File: src/rtl/csa_share_arb_pkg.sv
// Shared constants and state type for the shared carry-select adder arbiter.
package csa_share_arb_pkg;

  localparam int WIDTH_DEF = 44;
  localparam int NREQ_DEF  = 4;
  localparam int ID_W      = 2;

  typedef enum logic {
    EMPTY = 1'b0,
    FULL  = 1'b1
  } slot_state_e;

endpackage

File: src/rtl/csa_44bit.sv
// Carry-select adder: each block precomputes sums for carry-in 0 and 1,
// and the incoming block carry picks one. Global carry-in is 0.
module csa_44bit #(
  parameter int WIDTH = 44,
  parameter int BLK   = 11
) (
  input  logic [WIDTH-1:0] a,
  input  logic [WIDTH-1:0] b,
  output logic [WIDTH-1:0] sum,
  output logic             cout
);

  localparam int NBLK = (WIDTH + BLK - 1) / BLK;

  logic [NBLK:0] carry;

  assign carry[0] = 1'b0;

  for (genvar g = 0; g < NBLK; g++) begin : g_blk
    // The last block absorbs any remainder when WIDTH is not a multiple of BLK.
    localparam int LO = g * BLK;
    localparam int BW = (g == NBLK - 1) ? (WIDTH - LO) : BLK;

    logic [BW:0] r0;
    logic [BW:0] r1;

    assign r0 = {1'b0, a[LO +: BW]} + {1'b0, b[LO +: BW]};
    assign r1 = r0 + (BW + 1)'(1);

    assign sum[LO +: BW] = carry[g] ? r1[BW-1:0] : r0[BW-1:0];
    assign carry[g+1]    = carry[g] ? r1[BW]     : r0[BW];
  end

  assign cout = carry[NBLK];

endmodule

File: src/rtl/csa_share_arb.sv
// Round-robin arbiter sharing one carry-select adder among NREQ requesters,
// with a single registered response slot that supports same-cycle refill.
module csa_share_arb
  import csa_share_arb_pkg::*;
#(
  parameter int WIDTH = WIDTH_DEF,
  parameter int NREQ  = NREQ_DEF
) (
  input  logic                  clk,
  input  logic                  rst_n,
  input  logic [NREQ-1:0]       i_req_valid,
  output logic [NREQ-1:0]       o_req_ready,
  input  logic [NREQ*WIDTH-1:0] i_add_term1,
  input  logic [NREQ*WIDTH-1:0] i_add_term2,
  output logic                  o_rsp_valid,
  input  logic                  i_rsp_ready,
  output logic [WIDTH-1:0]      o_rsp_sum,
  output logic                  o_rsp_cout,
  output logic [ID_W-1:0]       o_rsp_id,
  output logic [15:0]           o_op_count
);

  slot_state_e     state;
  slot_state_e     next_state;
  logic [ID_W-1:0] ptr;
  logic [ID_W-1:0] gnt_id;
  logic [ID_W-1:0] cand;
  logic [NREQ-1:0] grant;
  logic            found;
  logic            slot_free;
  logic            req_xfer;
  logic            rsp_xfer;
  logic [WIDTH-1:0] op_a;
  logic [WIDTH-1:0] op_b;
  logic [WIDTH-1:0] add_sum;
  logic             add_cout;

  assign o_rsp_valid = (state == FULL);
  assign slot_free   = (state == EMPTY) || i_rsp_ready;
  assign rsp_xfer    = o_rsp_valid && i_rsp_ready;
  // Grants are suppressed while reset is held so nothing appears to transfer.
  assign o_req_ready = (rst_n && slot_free) ? grant : '0;
  assign req_xfer    = |o_req_ready;

  always_comb begin
    grant  = '0;
    gnt_id = '0;
    cand   = '0;
    found  = 1'b0;
    for (int i = 0; i < NREQ; i++) begin
      cand = ID_W'((int'(ptr) + i) % NREQ);
      if (!found && i_req_valid[cand]) begin
        found  = 1'b1;
        gnt_id = cand;
      end
    end
    grant[gnt_id] = found;
  end

  assign op_a = i_add_term1[int'(gnt_id) * WIDTH +: WIDTH];
  assign op_b = i_add_term2[int'(gnt_id) * WIDTH +: WIDTH];

  csa_44bit #(
    .WIDTH (WIDTH)
  ) u_adder (
    .a    (op_a),
    .b    (op_b),
    .sum  (add_sum),
    .cout (add_cout)
  );

  always_comb begin
    next_state = state;
    case (state)
      EMPTY: if (req_xfer) next_state = FULL;
      FULL:  if (rsp_xfer && !req_xfer) next_state = EMPTY;
    endcase
  end

  always_ff @(posedge clk or negedge rst_n) begin
    if (!rst_n) begin
      state      <= EMPTY;
      ptr        <= '0;
      o_rsp_sum  <= '0;
      o_rsp_cout <= 1'b0;
      o_rsp_id   <= '0;
      o_op_count <= '0;
    end else begin
      state <= next_state;
      if (req_xfer) begin
        o_rsp_sum  <= add_sum;
        o_rsp_cout <= add_cout;
        o_rsp_id   <= gnt_id;
        ptr        <= ID_W'((int'(gnt_id) + 1) % NREQ);
        o_op_count <= o_op_count + 16'd1;
      end
    end
  end

endmodule

File: config.mk
export PLATFORM = sky130hd
export DESIGN_NAME = csa_share_arb
export DESIGN_NICKNAME = d
export VERILOG_FILES = /design/src/rtl/csa_share_arb_pkg.sv /design/src/rtl/csa_44bit.sv /design/src/rtl/csa_share_arb.sv
export SDC_FILE = /design/constraint.sdc
export NUM_CORES = 1
export LEC_CHECK = 0
export BUFFER_PORTS_ARGS = -buffer_cell sky130_fd_sc_hd__buf_2
export CORE_MARGIN = 1.5
export CORE_UTILIZATION = 25
export CTS_BUF_LIST = sky130_fd_sc_hd__clkbuf_2 sky130_fd_sc_hd__clkbuf_4 sky130_fd_sc_hd__clkbuf_8
export CTS_CLUSTER_DIAMETER = 50
export CTS_CLUSTER_SIZE = 30
export DETAILED_ROUTE_END_ITERATION = 7
export PLACE_DENSITY = 0.47
export SYNTH_ARGS = -nofsm -noshare
export SYNTH_HDL_FRONTEND = slang
export SYNTH_HIERARCHICAL = 1
export SYNTH_SLANG_ARGS = --single-unit
export TNS_END_PERCENT = 100
File: constraint.sdc
create_clock -name clk -period 4.32 [get_ports clk]
set_input_delay 0 -clock clk [delete_from_list [all_inputs] [get_ports clk]]
set_output_delay 0 -clock clk [all_outputs]
set_load 0.01 [all_outputs]
After elaboration in Yosys (flattened, before gate mapping)

Cells that the tools add are included.

Bits of input ports: 359
Output and inout port bits: 68
Logic and storage cells: 70
Register bits after elaboration: 66

Multiply operators: 1
Shift operators: 2
Multiplexer cells: 28
Magnitude comparators: 6
Add/sub/neg operators: 12
Reduce and logical (&&, ||, !) cells: 13
Bitwise operators: 2

Operators with widths:

| operator                                                              | count |
|---|---|
| 176-bit by 32-bit variable part select with 44-bit output             | 1 |
| 176-bit by 9-bit variable part select with 44-bit output              | 1 |
| 11-bit by 11-bit adder with 12-bit output                             | 4 |
| 12-bit by 1-bit adder with 12-bit output, second input constant       | 3 |
| 11-bit 2-to-1 mux                                                     | 3 |
| 16-bit by 1-bit adder with 16-bit output, second input constant       | 1 |
| 2-bit by 3-bit < comparator with 1-bit output, second input constant  | 5 |
| 1-bit 2-to-1 mux                                                      | 14 |
| 1-bit binary-select mux with 2-bit select                             | 4 |
| 2-bit 2-to-1 mux                                                      | 4 |
| 1-bit logical AND                                                     | 7 |
| 2-bit by 4-bit multiplier with 6-bit output, second input constant    | 1 |
| 2-bit by 1-bit adder with 2-bit output, second input constant         | 2 |
| 2-bit adder, second input constant                                    | 2 |
| 4-bit bitwise AND                                                     | 1 |
| 1-bit zero test                                                       | 4 |
| 4-bit 2-to-1 mux                                                      | 1 |
| 4-bit OR reduction                                                    | 1 |
| 1-bit demux with 2-bit select                                         | 1 |
| 2-bit by 1-bit >= comparator with 1-bit output, second input constant | 1 |
| 1-bit case mux with 2 select lines                                    | 1 |
| 1-bit logical OR                                                      | 1 |
| 1-bit NOT                                                             | 1 |

Longest topological paths before layout

Gate-level depths: netlist (run 1).

Depth after elaboration: 23
Mapped depth: 22

Modules after synthesis

Netlist (run 1), hierarchy kept.

By module, submodules not included:

| module        | seq. area each (µm²) | cells an instance | area an instance (µm²) | instances |
|---|---|---|---|---|
| csa_share_arb | 1651.6               | 789               | 5376.4                 | 1 |
| csa_44bit     | 0.0                  | 424               | 3012.9                 | 1 |

Worst setup path before layout (run 1)

No wires, ideal clock.

Path type: reg-to-reg
Start: reg ptr[0]
End: reg o_rsp_sum[34]
Cell stages (with the launch flop): 19
Path slack: -0.223 ns
Arrival time: 4.426 ns
Period minus slack after synthesis: 4.543 ns
Path through: dfrtp_1 > or3b_1 > a31oi_4 > buf_6 > nand2_1 > o2111ai_1 > ha_1 > inv_1 > fa_1 > nand2b_1 > a211oi_1 > o221ai_1 > o311a_1 > nor3b_4 > mux2_2 > xnor2_1 > mux2_1 > nand2_1 > nand2_1

Longest elaborated chain between the ends: 19
Elaborated cells between the ends (all ways): 46
Those cells by class: 10 x add/sub; 1 x mul; 2 x order compare; 2 x shift; 22 x mux; 1 x bitwise; 8 x reduce/logical

RTL lines:

| item                                                                            | line                | RTL |
|---|---|---|
| start, declared                                                                 | csa_share_arb.sv:25 | `logic [ID_W-1:0] ptr;` |
| start signal, assigned                                                          | csa_share_arb.sv:94 | `ptr <= ID_W'((int'(gnt_id) + 1) % NREQ);` |
| branches (longest 11 deep; another with 2-bit by 1-bit adder with 2-bit output) | n/a                 |  |
| 2-bit 2-to-1 mux (*)                                                            | csa_share_arb.sv:52 | `if (!found && i_req_valid[cand]) begin` |
| 2-bit by 4-bit multiplier with 6-bit output (*)                                 | csa_share_arb.sv:61 | `assign op_b = i_add_term2[int'(gnt_id) * WIDTH +: WIDTH];` |
| 176-bit by 9-bit variable part select with 44-bit output (*)                    | csa_share_arb.sv:61 |  |
| named net op_b[11]                                                              | csa_share_arb.sv:34 | `logic [WIDTH-1:0] op_b;` |
| 11-bit by 11-bit adder with 12-bit output (*)                                   | csa_44bit.sv:27     | `assign r0 = {1'b0, a[LO +: BW]} + {1'b0, b[LO +: BW]};` |
| 12-bit by 1-bit adder with 12-bit output                                        | csa_44bit.sv:28     | `assign r1 = r0 + (BW + 1)'(1);` |
| 1-bit 2-to-1 mux (*) (2 in a row)                                               | csa_44bit.sv:31     | `assign carry[g+1] = carry[g] ? r1[BW] : r0[BW];` |
| 11-bit 2-to-1 mux (*)                                                           | csa_44bit.sv:30     | `assign sum[LO +: BW] = carry[g] ? r1[BW-1:0] : r0[BW-1:0];` |
| named net add_sum[34]                                                           | csa_share_arb.sv:35 | `logic [WIDTH-1:0] add_sum;` |
| end signal, assigned                                                            | csa_share_arb.sv:91 | `o_rsp_sum <= add_sum;` |
| end, declared                                                                   | csa_share_arb.sv:17 | `output logic [WIDTH-1:0] o_rsp_sum,` |

Mark *: on every way through the listed nets, which the timed path passes. The select of a mux whose other input is x is not followed.
A chain may end at the register's enable or synchronous reset.

Worst setup path after layout (run 1)

Start: reg ptr[0]
End: reg o_rsp_sum[33]

Longest elaborated chain between the ends: 19
Elaborated cells between the ends (all ways): 46
Those cells by class: 10 x add/sub; 1 x mul; 2 x order compare; 2 x shift; 22 x mux; 1 x bitwise; 8 x reduce/logical

RTL lines:

| item                                                                            | line                | RTL |
|---|---|---|
| branches (longest 11 deep; another with 2-bit by 1-bit adder with 2-bit output) | n/a                 |  |
| 2-bit 2-to-1 mux (*)                                                            | csa_share_arb.sv:52 |  |
| 2-bit by 4-bit multiplier with 6-bit output (*)                                 | csa_share_arb.sv:60 | `assign op_a = i_add_term1[int'(gnt_id) * WIDTH +: WIDTH];` |
| 176-bit by 32-bit variable part select with 44-bit output (*)                   | csa_share_arb.sv:60 |  |
| named net op_a[11]                                                              | csa_share_arb.sv:33 | `logic [WIDTH-1:0] op_a;` |
| 11-bit by 11-bit adder with 12-bit output (*)                                   | csa_44bit.sv:27     |  |
| 12-bit by 1-bit adder with 12-bit output                                        | csa_44bit.sv:28     |  |
| 1-bit 2-to-1 mux (*) (2 in a row)                                               | csa_44bit.sv:31     |  |
| 11-bit 2-to-1 mux (*)                                                           | csa_44bit.sv:30     |  |
| named net add_sum[33]                                                           | csa_share_arb.sv:35 |  |

Marked as above.

==> results.md, run 1 <==
- Status: complete, but fails checks
- Failing checks: setup timing
- H-tree depth: 3
- Clock Power Share: 0.078
- Crit-path cells: or3b_4 -> a31oi_4 -> buf_12 -> buf_6 -> nand2_2 -> o2111ai_2 -> ha_2 -> inv_2 -> fa_2 -> nand2b_4 -> a211oi_4 -> o221ai_2 -> o311a_1 -> nor3b_4 -> mux2_4 -> xnor2_2 -> buf_4 -> xor2_1 -> nand2_1 -> nand2_1
- Drt initial violations: ~530
- Chip height: about 190 um
- Max VDD drop: 0.000196 V
- Most used DFF post-synth: dfrtp_1
- Pre-antenna DRT Iters: 5
- Max-slew violation count: 0
- Avg Inst Size Synth: slightly below 7 um2
- Startpoint class of the critical path: register
- Synth Instances: about 1200
- Worst EP required: about 4600 ps
- Clock Pin Slew Worst Setup and Hold Paths: around 80 ps
- Critical Path Fanout Max: 7
- Total grt overflow: 0
- Initial Utilization: 0.256
- Die W: 186 um
- WS Path Type: register to register
- Post-Layout Cell Count: approximately 2200
- Main combinational cell family by area after synthesis: simple AND/OR/NAND/NOR gates
- Comb power frac: 0.784
- Worst rel slew slack: 0.357
- Cell Int Power: 3890 uW
- Area fraction in and, or, nand and nor cells after synthesis: 0.323
- Async SR Flop Fraction: 1.00
- Initial antenna violation count: 2
- # IOs: 427
- RSZ-0062 raised after global routing: true
- CTS root buf: clkbuf_8
- Gr usage total: 0.220
- Number of enable flip-flop cells after synthesis: 0
- Routed via count: 10900
- CP peak stage delay: ~430 ps
- Post-Place Cell Area: approximately 12000 um2
- DRT Wirelength: between 40 and 50 mm
- DP Cell Count: 2172
- Nets: approximately 2200
- Die area: 34700 um2
- Final setup fails: 14
- I/O Buffers: between 400 and 500
- Syn Nets: 1624
- Clk sink count: between 60 and 70
- DR vias/cell: 4.91
- Mapped Area: 8390 um2
- Synth Area in Adders: 0.0811
- Final Hold Fails: 0
- CTS Buffer Depth: 2
- Worst hold margin: ~29 ps
- Mux share of post-synthesis cell area: 0.0160
- CTS tree: yes
- Crit share post-route: 1.03
- HPWL after DPL: ~33 mm
- Worst hold-check path type: primary input to register
- Vias in the first global route: ~10000
- Sw frac: 0.472
- Compound-Gate Fraction of Synth Area: 0.210
- Synth Warn #: 6
- Tmin final: approximately 4500 ps
- Synth-to-layout area growth: 60.9%
- NetSw: about 3500 uW
- Worst EP arrival: between 4000 and 5000 ps
- Synth cell types: 73
- Layout cells sized above 1: 0.433
- Max cap viols: 0
- Register share of total power: 0.139
- GP Congestion: 0.895
- Register bit total from synthesis: 66
- Xor/xnor share of the synthesized area: 0.0752
- Largest net degree at the start of global routing: slightly below 70
- Post-synthesis sequential area ratio: 0.197
- Critical path's most frequent cell: nand2_1
- Slowest CP cell: dfrtp_1
- Power per cell area: between 500 and 600 nW/um2
- DRT antenna net count: 0
- Design area: between 10000 and 15000 um2
- First-pass GRT wire length: 57.4 mm
- Final WS setup: -132 ps
- Worst skew pair latency: between 300 and 400 ps
- Routed len/inst: about 18 um
- Final Skew: 17.8 ps
- DRC errors left: 0
- CTS Buf Count: 9
- Fmax: 225 MHz
- Final setup TNS: -1350 ps
- Leak Pwr: just under 0.007 uW
- Core ar.: ~33000 um2
- Endpoint class of the critical path: register
- Slew @ Worst Pin: ~960 ps
- Core Rows: 66
==> layout by cell type (no fill, tap or decap), drive strengths merged, types with 14 or more instances in the layout <==
cell type	instances
nand2b	14
xnor2	46
o21ai	22
clkbuf	16
inv	119
ha	48
a21oi	31
nand3	115
dfrtp	66
o2111ai	89
xor2	26
nand2	362
nor2	44
buf	614
==> layout make-up <==
class,count,area (um2)
inverters,119,447
well taps,442,553
diodes,2,5.00
flip-flops and latches,66,1650
clock buffers,11,145
repair buffers,620,3980
fillers,3486,19300
multi-input cells,960,6660
clock inverters,5,53.8
==> logic make-up after synthesis <==
family	Yosys count
xor gates and xnor gates	72
adders and majority gates	52
AOI/OAI and AO/OA	213
DFF	66
muxes	13
buffers and inverters	187
and+or+nand+nor	610
==> power by group through the flow <==
stage | clock, uW | combinational (uW) | sequential [uW]
floorplan | 0 | 2790 | 1130
global placement | 0 | 5030 | 1030
detailed placement | 0 | 5020 | 1040
CTS | 594 | 5230 | 1020
global route | 612 | 6320 | 1060
finish | 573 | 5780 | 1020
==> what timing repair did <==
item	in CTS	in global routing
pin swaps	19	58
hold buffers	1	0
setup endpoints to repair	24	26
buffers inserted	7	21
endpoints found under the hold margin	67	0
gates resized for setup	46	96
gates cloned	1	5
==> final timing paths <==
| kind | startpoint | cells after the start | endpoint | slack, ps |
|---|---|---|---|---|
| setup / recovery | ptr[0] | 20 | o_rsp_sum[33] | -130 |
| hold / removal | i_rsp_ready | 3 | o_rsp_valid | 30 |
| setup reg to reg | ptr[0] | 20 | o_rsp_sum[33] | -130 |
| hold reg to reg | o_rsp_sum[37] | 2 | o_rsp_sum[37] | 460 |
| max in group asynchronous | rst_n | 3 | ptr[1] | 3180 |
| min in group asynchronous | rst_n | 3 | o_rsp_sum[4] | 470 |
==> state kept, by name, summed over array words and instances, names as in the netlist <==
name and count:
o_op_count 16, o_rsp_cout 1, o_rsp_id 2, o_rsp_sum 44
o_rsp_valid 1, ptr 2
==> Yosys cell counts, types with 12 or more instances <==
cell,count,share of area
nand2_1,362,0.16
inv_1,119,0.053
nand3_1,115,0.069
o2111ai_1,72,0.075
dfrtp_1,66,0.20
ha_1,48,0.072
xnor2_1,46,0.048
nor2_1,44,0.020
clkbuf_1,38,0.017
a21oi_1,31,0.018
xor2_1,26,0.027
o21ai_0,19,0.011
o2111ai_2,17,0.030
nand2b_1,14,0.010
nor3_1,13,0.0078
a21o_1,12,0.011
buf_2,12,0.0072
==> critical path: cells and delay by family (launching register included) <==
| family | cells | cell delay [ps] |
|---|---|---|
| buffers and inverters | 4 | 470 |
| muxes | 1 | 380 |
| DFF | 1 | 430 |
| AOI/OAI and AO/OA | 5 | 1140 |
| adders and majority gates | 2 | 580 |
| xor gates and xnor gates | 2 | 350 |
| and+or+nand+nor | 6 | 1030 |
==> per-stage QoR <==
stage	worst slack (ps)	utilization	total power, uW
3_5_place_dp	-249	0.371	6060
2_1_floorplan	-43.1	-	3920
3_3_place_gp	-256	0.371	6050
4_1_cts	-127	0.387	6850
6_report	-132	0.412	7370
5_1_grt	-393	0.412	7990
==> layer usage <==
layer | up-vias | routed length (um) | GRT usage
met5 | - | 11 | 0
met4 | 2 | 975 | 0.0671
met3 | 39 | 2640 | 0.0329
met2 | 409 | 19600 | 0.382
met1 | 5149 | 17900 | 0.280
li1 | 5331 | - | -
No activity file was read; power rests on OpenSTA's default activity.
==> run 2: changes to the inputs <==
--- a/config.mk
+++ b/config.mk
@@ -6,6 +6,7 @@
 export NUM_CORES = 1
 export LEC_CHECK = 0
 export BUFFER_PORTS_ARGS = -buffer_cell sky130_fd_sc_hd__buf_2
+export CORE_ASPECT_RATIO = 0.75
 export CORE_MARGIN = 1.5
 export CORE_UTILIZATION = 25
 export CTS_BUF_LIST = sky130_fd_sc_hd__clkbuf_2 sky130_fd_sc_hd__clkbuf_4 sky130_fd_sc_hd__clkbuf_8
==> results.md, run 2 (synthesized netlist as in run 1, its figures left out) <==
- Status: complete, but fails checks
- Failing checks: setup timing
- Worst EP required: 4610 ps (about the same)
- Synth-to-layout area growth: 62.5%
- Layout cells sized above 1: 0.435 (+0.00105)
- Clk sink count: 66 (unchanged)
- Routed len/inst: 19.0 um (+3.0%)
- Max-slew violation count: 0 (unchanged)
- Worst skew pair latency: 390 ps (+30 ps)
- Max VDD drop: 0.000182 V (-7.2%)
- H-tree depth: 3 (unchanged)
- Total grt overflow: 0 (unchanged)
- Initial antenna violation count: 5 (+3)
- Startpoint class of the critical path: register
- Vias in the first global route: 10800 (+5.3%)
- # IOs: 427 (unchanged)
- Worst hold-check path type: primary input to register
- Slew @ Worst Pin: 932 ps (-32.9 ps)
- Drt initial violations: 686 (+28%)
- Critical Path Fanout Max: 16 (+9)
- Final core utilization: 0.417 (+0.00482)
- Clock Pin Slew Worst Setup and Hold Paths: 100 ps (+20 ps)
- Max cap viols: 0 (unchanged)
- Nets: 2208 (+0.96%)
- First-pass GRT wire length: 62.7 mm (+9.2%)
- Largest net degree at the start of global routing: 67 (-1.5%)
- Fmax: 220 MHz (-2.1%)
- Worst rel slew slack: 0.379 (+0.0220)
- Final setup TNS: -2900 ps (-1550 ps)
- Pwr Total: 7530 uW (+2.1%)
- Die W: 215 um (+15%)
- Die area: 34700 um2 (about the same)
- Routed via count: 10900 (+0.16%)
- Final setup fails: 19 (+5)
- I/O Buffers: 426 (unchanged)
- Tmin final: 4550 ps (+97.0 ps)
- RSZ-0062 raised after global routing: true
- Core ar.: 32700 um2 (-0.15%)
- DRC errors left: 0 (unchanged)
- Chip height: 162 um (-13%)
- Core Rows: 57 (-14%)
- CTS Buf Count: 9 (unchanged)
- CTS tree: yes
- Final Hold Fails: 0 (unchanged)
- Pre-antenna DRT Iters: 5 (unchanged)
- Leak Pwr: 0.00704 uW (+1.7%)
- CTS root buf: clkbuf_8
- GP Congestion: 0.943 (+5.4%)
- DRT Wirelength: 42.7 mm (+3.9%)
- Final WS setup: -229 ps (-97.0 ps)
- Worst hold margin: 52.0 ps (+23.1 ps)
- Power per cell area: 552 nW/um2 (+1.0%)
- Gr usage total: 0.237 (+0.0170)
- Endpoint class of the critical path: register
- Worst EP arrival: 4840 ps (+110 ps)
- Fillers: 3413 (-2.1%)
- Most frequent cells in the layout: buf_2 (425), nand2_1 (352), buf_4 (182), inv_1 (117), nand3_1 (111)
- DR vias/cell: 4.87 (-0.77%)
- CTS Buffer Depth: 2 (unchanged)
- WS Path Type: register to register
- Initial Utilization: 0.256 (+0.000381)
- DRT antenna net count: 0 (unchanged)
- Largest register FFs: 44 (unchanged)
- Top flop regs: o_rsp_sum (44), o_op_count (16)
- Largest Register: o_rsp_sum
- Final Skew: 11.7 ps (-6.11 ps)
- Most common cell after layout, fill and taps aside: buf_2
- HPWL after DPL: 34.0 mm (+2.9%)
- Crit share post-route: 1.05 (+0.0225)
==> run 2: cell types whose count changed in the layout (fill, tap and decap cells not counted), moves of 4 or more <==
cell	delta
ha_1	+5
buf_12	-4
buf_4	+26
buf_6	-5
==> run 2: layer usage <==
| metal | vias up | GRT usage | wire length, um |
|---|---|---|---|
| li1 | 5381 | - | - |
| met1 | 5153 | 0.320 | 19600 |
| met3 | 50 | 0.0486 | 2670 |
| met5 | - | 0 | 19 |
| met2 | 362 | 0.382 | 19500 |
| met4 | 2 | 0.0663 | 996 |
==> run 2: critical path, cell delays in order, from the launching register on <==
cell and delay, ps:
dfrtp_2 460, and4b_1 180, a311o_2 350, buf_12 160, buf_12 140, buf_4 190
nand2_1 80, o2111ai_1 270, ha_1 440, and3_1 170, nand4_1 180, a2111o_1 480
nor3b_4 280, mux2_4 410, xnor2_4 190, mux2_4 310, nand2_1 60, nand2_1 50
==> run 2: final cells by class <==
class,instances,area [um2],share of cell area
flip-flops and latches,66,1650,0.121
multi-input cells,960,6620,0.486
diodes,2,5.00,0.000367
repair buffers,641,4150,0.304
clock inverters,7,77.6,0.00569
clock buffers,9,124,0.00909
inverters,119,447,0.0328
well taps,442,553,0.0406
==> run 2: power by group <==
group	total (uW)	switching, uW	internal [uW]	leakage, uW
Sequential	1020	160	860	0.000820
Clock	595	324	271	0.0000998
Combinational	5910	3090	2820	0.00612
==> run 2: timing repair <==
action	4_1_cts	5_1_grt
setup buffers	19	8
cloned	4	2
pin swaps	53	41
endpoints found under the setup margin	26	28
resized for setup	67	60
hold buffers	2	0
hold endpoints to repair	67	0
==> run 2: worst paths after layout <==
check / from / endpoint / slack, ps / depth (start not counted)
setup / recovery: ptr[1] / o_rsp_sum[34] / -230 / 17
hold / removal: i_add_term2[0] / o_rsp_sum[0] / 50 / 6
setup reg to reg: ptr[1] / o_rsp_sum[34] / -230 / 17
hold reg to reg: o_op_count[15] / o_op_count[15] / 470 / 1
max in group asynchronous: rst_n / ptr[1] / 3180 / 3
min in group asynchronous: rst_n / o_rsp_valid / 510 / 3
==> run 2: metrics by stage <==
step | instance area [um2] | cells | setup slack, ps
finish | 13600 | 2246 | -229
CTS | 13200 | 2234 | -216
floorplan | 8450 | 1213 | -43.1
detailed placement | 12300 | 2193 | -339
global route | 13600 | 2245 | -415
global placement | 12300 | 2193 | -263
